===== config.mk =====
export PLATFORM = sky130hd
export DESIGN_NAME = usb3_rx_descram_align_flat
export DESIGN_NICKNAME = d
export VERILOG_FILES = /design/src/rtl/usb3_rx_descram_align_if.sv /design/src/rtl/usb3_rx_descram_align.sv /design/src/flat_wrapper.sv
export SDC_FILE = /design/constraint.sdc
export NUM_CORES = 1
export LEC_CHECK = 0
export ABC_AREA = 1
export CAP_MARGIN = 5
export CORE_MARGIN = 2
export CORE_UTILIZATION = 55
export CTS_BUF_LIST = sky130_fd_sc_hd__clkbuf_2 sky130_fd_sc_hd__clkbuf_4 sky130_fd_sc_hd__clkbuf_8
export CTS_CLUSTER_SIZE = 40
export DETAILED_ROUTE_END_ITERATION = 10
export PLACE_DENSITY = 0.81
export SETUP_SLACK_MARGIN = 0.15
export SYNTH_ARGS = -nofsm -noshare
export SYNTH_HDL_FRONTEND = slang
export SYNTH_SLANG_ARGS = --single-unit
export TNS_END_PERCENT = 50

===== constraint.sdc =====
create_clock -name local_clk -period 4.9 [get_ports local_clk]
set_input_delay 0.98 -clock local_clk [delete_from_list [all_inputs] [get_ports local_clk]]
set_output_delay 0.98 -clock local_clk [all_outputs]
set_load 0.05 [all_outputs]

===== src/rtl/usb3_rx_descram_align_if.sv =====
// Symbol bus between the PIPE RX side and the link-layer framer side of
// usb3_rx_descram_align: raw input lanes in, descrambled packed lanes out.
interface usb3_rx_descram_align_if #(
  parameter int NSYM = 4
) ();
  logic              in_valid;
  logic [8*NSYM-1:0] in_data;
  logic [NSYM-1:0]   in_datak;
  logic              out_valid;
  logic [8*NSYM-1:0] out_data;
  logic [NSYM-1:0]   out_datak;

  // Upstream PIPE receiver view.
  modport master (
    output in_valid, in_data, in_datak,
    input  out_valid, out_data, out_datak
  );

  // Conditioner view.
  modport slave (
    input  in_valid, in_data, in_datak,
    output out_valid, out_data, out_datak
  );
endinterface


===== src/rtl/usb3_rx_descram_align.sv =====
// USB 3.0 RX symbol conditioner: SKP removal, re-packing, per-symbol descrambling.
// Optional macro USB3_RX_SKP_STATS_EN adds a saturating SKP removal counter.
module usb3_rx_descram_align #(
  parameter int          NSYM      = 4,
  parameter int          ACC_SYM   = 2 * NSYM,
  parameter logic [7:0]  SKP_SYM   = 8'h3C,
  parameter logic [7:0]  COM_SYM   = 8'hBC,
  parameter logic [15:0] LFSR_SEED = 16'hFFFF
) (
  input  logic                   local_clk,
  input  logic                   reset_n,
  input  logic                   enable,
  usb3_rx_descram_align_if.slave bus,
  output logic                   err_overflow,
  output logic                   err_skp_split
`ifdef USB3_RX_SKP_STATS_EN
  ,
  input  logic                   skp_count_clr,
  output logic [15:0]            skp_count
`endif
);

  localparam int CNT_W   = $clog2(NSYM + 1);
  localparam int DEPTH_W = $clog2(ACC_SYM + 1);
  localparam int SUM_W   = $clog2(ACC_SYM + NSYM + 1);

  typedef struct packed {
    logic       k;
    logic [7:0] d;
  } sym_t;

  // ---------------------------------------------------------------
  // Stage 1: SKP detection and compaction toward lane 0
  // ---------------------------------------------------------------
  sym_t [NSYM-1:0]  in_sym;
  logic [NSYM-1:0]  skp;
  logic [NSYM-1:0]  keep;
  logic [CNT_W-1:0] rank [NSYM];
  logic [CNT_W-1:0] cmp_cnt;
  logic [CNT_W-1:0] skp_starts;
  logic             skp_prev;
  sym_t [NSYM-1:0]  cmp_sym;

  sym_t [NSYM-1:0]  s1_sym;
  logic [CNT_W-1:0] s1_cnt;

  always_comb begin
    for (int i = 0; i < NSYM; i++) begin
      in_sym[i] = {bus.in_datak[i], bus.in_data[8*i +: 8]};
      skp[i]    = bus.in_valid && bus.in_datak[i] && (bus.in_data[8*i +: 8] == SKP_SYM);
    end
  end

  // NOTE: every combinational output gets a default before the loop, so no
  // path leaves a variable unassigned and no latch is inferred.
  always_comb begin
    keep       = bus.in_valid ? ~skp : '0;
    cmp_cnt    = '0;
    skp_starts = '0;
    skp_prev   = 1'b0;
    for (int i = 0; i < NSYM; i++) begin
      rank[i] = cmp_cnt;
      if (keep[i]) cmp_cnt = cmp_cnt + CNT_W'(1);
      if (skp[i] && !skp_prev) skp_starts = skp_starts + CNT_W'(1);
      skp_prev = skp[i];
    end
  end

  // Output lane j takes the kept input lane with exactly j kept lanes below it.
  always_comb begin
    cmp_sym = '0;
    for (int j = 0; j < NSYM; j++) begin
      for (int i = 0; i < NSYM; i++) begin
        if (keep[i] && (rank[i] == CNT_W'(j))) cmp_sym[j] = in_sym[i];
      end
    end
  end

  // NOTE: sequential state uses non-blocking assignments so every register
  // samples pre-edge values; blocking is reserved for always_comb temporaries.
  always_ff @(posedge local_clk) begin
    if (!reset_n) begin
      s1_sym        <= '0;
      s1_cnt        <= '0;
      err_skp_split <= 1'b0;
    end else begin
      s1_sym <= cmp_sym;
      s1_cnt <= cmp_cnt;
      if (skp_starts > CNT_W'(1)) err_skp_split <= 1'b1;
    end
  end

  // ---------------------------------------------------------------
  // Stage 2: accumulator (append, then pop a full word when available)
  // ---------------------------------------------------------------
  sym_t [ACC_SYM-1:0]      acc_mem;
  sym_t [ACC_SYM-1:0]      acc_nxt;
  logic [DEPTH_W-1:0]      acc_depth;
  logic [DEPTH_W-1:0]      depth_nxt;
  sym_t [ACC_SYM+NSYM-1:0] ext;
  logic [SUM_W-1:0]        total;
  logic [SUM_W-1:0]        remain;
  logic                    pop;
  logic                    ovf;

  sym_t [NSYM-1:0]         s2_sym;
  logic                    s2_valid;

  always_comb begin
    ext = '0;
    for (int j = 0; j < ACC_SYM; j++) begin
      if (SUM_W'(j) < SUM_W'(acc_depth)) ext[j] = acc_mem[j];
    end
    for (int m = 0; m < NSYM; m++) begin
      for (int j = 0; j < ACC_SYM + NSYM; j++) begin
        if ((SUM_W'(m) < SUM_W'(s1_cnt)) &&
            (SUM_W'(j) == SUM_W'(acc_depth) + SUM_W'(m))) ext[j] = s1_sym[m];
      end
    end
  end

  always_comb begin
    total     = SUM_W'(acc_depth) + SUM_W'(s1_cnt);
    pop       = (total >= SUM_W'(NSYM));
    remain    = pop ? (total - SUM_W'(NSYM)) : total;
    ovf       = (remain > SUM_W'(ACC_SYM));
    depth_nxt = ovf ? DEPTH_W'(ACC_SYM) : DEPTH_W'(remain);
    // Slots past ACC_SYM fall off the top: the newest symbols are the ones lost.
    for (int j = 0; j < ACC_SYM; j++) begin
      acc_nxt[j] = pop ? ext[j + NSYM] : ext[j];
    end
  end

  always_ff @(posedge local_clk) begin
    if (!reset_n) begin
      acc_depth    <= '0;
      s2_valid     <= 1'b0;
      s2_sym       <= '0;
      err_overflow <= 1'b0;
    end else begin
      acc_depth <= depth_nxt;
      s2_valid  <= pop;
      s2_sym    <= ext[NSYM-1:0];
      if (ovf) err_overflow <= 1'b1;
    end
  end

  // NOTE: the accumulator storage is deliberately not reset; slots at or above
  // acc_depth are never read, so clearing depth alone flushes stale symbols.
  always_ff @(posedge local_clk) begin
    acc_mem <= acc_nxt;
  end

  // ---------------------------------------------------------------
  // Stage 3: descrambler, x^16+x^5+x^4+x^3+1 Galois LFSR, 8 bits per symbol
  // ---------------------------------------------------------------
  logic [15:0]       lfsr;
  logic [15:0]       lfsr_cur;
  logic [15:0]       lfsr_adv;
  logic [7:0]        ks_byte;
  logic [8*NSYM-1:0] s3_data;
  logic [NSYM-1:0]   s3_k;

  // Returns {next_state, key_byte}; key bit 0 is the first bit on the wire.
  function automatic logic [23:0] lfsr_byte(input logic [15:0] s);
    logic [15:0] st;
    logic [7:0]  key;
    st = s;
    for (int b = 0; b < 8; b++) begin
      key[b] = st[15];
      st     = {st[14:0], 1'b0} ^ (st[15] ? 16'h0039 : 16'h0000);
    end
    return {st, key};
  endfunction

  always_comb begin
    lfsr_cur = lfsr;
    lfsr_adv = '0;
    ks_byte  = '0;
    s3_data  = '0;
    s3_k     = '0;
    for (int i = 0; i < NSYM; i++) begin
      {lfsr_adv, ks_byte} = lfsr_byte(lfsr_cur);
      s3_k[i] = s2_sym[i].k;
      if (s2_sym[i].k) begin
        // K symbols pass in clear but still consume keystream; COM re-seeds.
        s3_data[8*i +: 8] = s2_sym[i].d;
        lfsr_cur          = (s2_sym[i].d == COM_SYM) ? LFSR_SEED : lfsr_adv;
      end else begin
        s3_data[8*i +: 8] = enable ? (s2_sym[i].d ^ ks_byte) : s2_sym[i].d;
        lfsr_cur          = lfsr_adv;
      end
    end
  end

  always_ff @(posedge local_clk) begin
    if (!reset_n) begin
      lfsr          <= LFSR_SEED;
      bus.out_valid <= 1'b0;
      bus.out_data  <= '0;
      bus.out_datak <= '0;
    end else if (s2_valid) begin
      lfsr          <= lfsr_cur;
      bus.out_valid <= 1'b1;
      bus.out_data  <= s3_data;
      bus.out_datak <= s3_k;
    end else begin
      bus.out_valid <= 1'b0;
      bus.out_data  <= '0;
      bus.out_datak <= '0;
    end
  end

`ifdef USB3_RX_SKP_STATS_EN
  // ---------------------------------------------------------------
  // Optional SKP removal statistics (saturating)
  // ---------------------------------------------------------------
  logic [CNT_W-1:0] skp_cnt;
  logic [16:0]      skp_sum;

  always_comb begin
    skp_cnt = '0;
    for (int i = 0; i < NSYM; i++) begin
      if (skp[i]) skp_cnt = skp_cnt + CNT_W'(1);
    end
    skp_sum = {1'b0, skp_count} + 17'(skp_cnt);
  end

  always_ff @(posedge local_clk) begin
    if (!reset_n) begin
      skp_count <= '0;
    end else if (skp_count_clr) begin
      skp_count <= '0;
    end else begin
      skp_count <= skp_sum[16] ? 16'hFFFF : skp_sum[15:0];
    end
  end
`endif

endmodule


===== src/flat_wrapper.sv =====
// flat-port wrapper written by rule: the top's interface ports become plain ports
module usb3_rx_descram_align_flat 
#(
  parameter int          NSYM      = 4,
  parameter int          ACC_SYM   = 2 * NSYM,
  parameter logic [7:0]  SKP_SYM   = 8'h3C,
  parameter logic [7:0]  COM_SYM   = 8'hBC,
  parameter logic [15:0] LFSR_SEED = 16'hFFFF
)
  (local_clk, reset_n, enable, err_overflow, err_skp_split, bus_in_valid, bus_in_data, bus_in_datak, bus_out_valid, bus_out_data, bus_out_datak);
  usb3_rx_descram_align_if #(.NSYM(NSYM)) bus_i ();
  input  logic local_clk;
  input  logic reset_n;
  input  logic enable;
  output logic err_overflow;
  output logic err_skp_split;
  input wire logic [$bits(bus_i.in_valid)-1:0] bus_in_valid;
  input wire logic [$bits(bus_i.in_data)-1:0] bus_in_data;
  input wire logic [$bits(bus_i.in_datak)-1:0] bus_in_datak;
  output wire logic [$bits(bus_i.out_valid)-1:0] bus_out_valid;
  output wire logic [$bits(bus_i.out_data)-1:0] bus_out_data;
  output wire logic [$bits(bus_i.out_datak)-1:0] bus_out_datak;
  assign bus_i.in_valid = bus_in_valid;
  assign bus_i.in_data = bus_in_data;
  assign bus_i.in_datak = bus_in_datak;
  assign bus_out_valid = bus_i.out_valid;
  assign bus_out_data = bus_i.out_data;
  assign bus_out_datak = bus_i.out_datak;
  usb3_rx_descram_align #(.NSYM(NSYM), .ACC_SYM(ACC_SYM), .SKP_SYM(SKP_SYM), .COM_SYM(COM_SYM), .LFSR_SEED(LFSR_SEED)) u_core (.local_clk(local_clk), .reset_n(reset_n), .enable(enable), .bus(bus_i), .err_overflow(err_overflow), .err_skp_split(err_skp_split));
endmodule

==> impl_metrics.json <==
{
  "route.detailed.drc": 0,
  "port_buffers": 78,
  "holdWs_ns": 0.445,
  "num_rows": 57,
  "io_pins": 79,
  "reg2reg_to": "u_core.acc_mem[9]",
  "fp.dieH_um": 160,
  "vias_per_cell": 6.31,
  "clock_latency_ns": 0.56,
  "ir_drop_v": 0.000291,
  "synth-simple-area-share_pct": 30.0,
  "synth_area_um2": 13400,
  "postCtsSetupBuffers": 0,
  "hold_path.class": "flop to flop",
  "nNetsFinal": 2084,
  "numCtsBuffers": 37,
  "synth.area.mux_share_pct": 1.65,
  "max_stage_delay_ns": 0.48,
  "grtUsageTotal_pct": 40.6,
  "p_leak_nw": 5.93,
  "antennaDiodeCount": 0,
  "drt-initial-drc-count": 1914,
  "crit_path_end_kind": "flop",
  "synth_cell_types": 58,
  "ys_ff_latch": 207,
  "outcome": "complete, no violations",
  "synth_compound_area_share_pct": 24.4,
  "r2r_slack_ns": 1.66,
  "synthFlopType": "dfxtp_1",
  "slowest_stage": "clkdlybuf4s50_1",
  "synth_area_per_cell_um2": 6.70,
  "routabilityCongestion": 1.08,
  "htree_levels": 2,
  "fin_crit_sh_pct": 83.5,
  "synth.net_count": 2056,
  "grt_pass1_wl_mm": 80.2,
  "synth-adder-area-share_pct": 1.74,
  "worst_path_most_repeated_cell": "nand2_1",
  "clock_path_buffers": 3,
  "grt_start_max_net_pins": 50,
  "maxCapViolations": 0,
  "synth_top_family_by_area": "simple AND/OR/NAND/NOR gates",
  "tightest_slew_ns": 1.03,
  "place_hpwl_mm": 38.4,
  "dr.pass1.iters": 9,
  "cts_root_buf": "clkbuf_8",
  "areaGrowthSynthToFinish_pct": 11.5,
  "grt-ovfl-total": 0,
  "slew_violations": 0,
  "fin_skew_ns": 0.0372,
  "start_util_pct": 55.5,
  "antenna_left": 0,
  "dieArea_um2": 25600,
  "drive_gt1_share_pct": 11.0,
  "period_minus_slack_ns": 4.09,
  "finalSetupViolCount": 0,
  "wirelength_mm": 53.2,
  "r2r-start": "u_core.acc_depth[3]",
  "ys_seq_area_share_pct": 31.0,
  "worstSetupPathType": "input pin to flop",
  "slew_headroom_pct": 30.9,
  "synth-xor-area-share_pct": 2.14,
  "crit_path_cell_trace": "clkdlybuf4s50_1 > nand2_1 > nor4_1 > nand4_1 > nand2_1 > inv_1 > ha_1 > inv_1 > nor2_4 > inv_2 > nand2_1 > inv_1 > ha_1 > ha_1 > nand2_1 > o21ai_0 > a21oi_1",
  "cts_tree": "done",
  "grt_setup_unrepaired": "false",
  "synth-edff-count": 0,
  "vias": 15000,
  "antenna_found_initial": 0,
  "grt_pass1_vias": 14100,
  "startpoint": "bus_in_datak[0]",
  "synth_cells": 1998,
  "cts.clk_slew.worst_paths_ns": 0.06,
  "postCtsHoldBufs": 0,
  "cp.required_ns": 5.35,
  "hold_violations": 0,
  "cp-endpoint": "u_core.s1_sym[34]",
  "critPathArrivalTime_ns": 4.54,
  "fin_tns_setup_ns": 0,
  "fmax_ghz": 0.244,
  "async_flop_share_pct": 0,
  "clock-sinks": 207,
  "yosys_warnings": 0,
  "coreArea_um2": 24100,
  "startpoint_type": "input pin",
  "wl_per_cell_um": 22.4,
  "ctsResizeCount": 0,
  "power.density_nw_per_um2": 428,
  "cp_max_fo": 18,
  "die_w_um": 160,
  "ff2ff_path_depth": 11
}
per-stage QoR:
stage	cell area [um^2]	total power [W]	utilization (%)	worst slack, ns	cells
3_3_place_gp	14100	0.00455	58.7	0.566	2311
3_5_place_dp	14100	0.00460	58.7	0.384	2311
4_1_cts	14900	0.00630	61.9	0.872	2378
5_1_grt	14900	0.00669	61.9	0.510	2378
6_report	14900	0.00638	61.9	0.808	2378
2_1_floorplan	13400	0.00389	-	1.14	1998
routing by layer:
layer	wire length, um	vias up	track usage (%)
met5	0	-	0
met4	4910	0	33.2
met3	6240	313	10.1
met2	23000	1014	63.2
met1	19100	6810	47.3
li1	-	6872	-
how the worst min path moves through the flow:
stage                                    endpoint                  from  cells past startpoint  slack [ns]
final                         u_core.err_overflow   u_core.err_overflow                      2        0.45
after global routing         u_core.err_skp_split  u_core.err_skp_split                      2        0.48
after CTS                     u_core.err_overflow   u_core.err_overflow                      2        0.45
after detailed placement      u_core.err_overflow   u_core.err_overflow                      2        0.44
after global placement        u_core.err_overflow   u_core.err_overflow                      2        0.44
after floorplan           u_core.bus.out_datak[1]     u_core.s2_sym[17]                      2        0.42
power breakdown:
group	switching, W	internal, W	total (W)
Combinational	0.00185	0.000819	0.00267
Clock	0.000765	0.000955	0.00172
Sequential	0.000166	0.00182	0.00199
Total	0.00278	0.00360	0.00638
area by class of cell:
type	count	area, um^2
tap	324	405
inverter	189	709
clock buffer	54	681
multi-input combinational	1505	8030
clock inverter	13	103
fill	2335	9180
sequential	207	4140
timing repair buffer	86	853
critical path, delay by kind of cell:
kind / cells / cell delay (ns)
buffers and inverters: 5 / 0.97
adder cells (fa/ha/maj): 3 / 0.71
AND/OR/NAND/NOR: 7 / 1.54
AO/OA/AOI/OAI: 2 / 0.32
placed cells by master (no fill, tap or decap), types with 19 or more instances in the layout:
master	n
o21ai_1	46
inv_1	135
o221ai_1	38
nor2_1	165
o211ai_1	54
nand4_1	19
clkdlybuf4s50_1	78
nand3_1	117
clkbuf_8	44
dfxtp_1	207
inv_2	48
a31oi_1	21
o21ai_0	239
mux2i_1	22
nand2_1	419
nor3_1	32
nor2_2	22
a21oi_1	117
nand2_2	27
cells in the mapped netlist, drive strengths merged, types with 22 or more instances:
cell    count  share of area, %
dfxtp     207                31
clkbuf     46               1.3
nand3     136               5.9
o21ai     287                11
nand2     453                14
nor2      201               6.9
inv       183               5.1
buf        51               2.4
a21oi     118               4.4
mux2i      22               1.6
nor3       32               1.2
o211ai     55               3.1
o221ai     38               2.5
cells by family (layout without fill, tap and decap cells):
family	Yosys count	count (layout)
adder cells (fa/ha/maj)	18	18
buffers and inverters	286	342
AO/OA/AOI/OAI	565	565
flip-flops	207	207
AND/OR/NAND/NOR	869	869
multiplexers	22	22
XOR/XNOR	31	31
flip-flops by register name (all words and copies together) (netlist names):
signal                cells
u_core.s2_valid           1
u_core.lfsr              16
u_core.acc_depth          4
u_core.s2_sym            36
u_core.bus.out_datak      4
u_core.s1_cnt             3
u_core.bus.out_data      32
u_core.err_overflow       1
u_core.err_skp_split      1
u_core.s1_sym            36
u_core.acc_mem           72
u_core.bus.out_valid      1
Power figures use the tool's default switching activity.
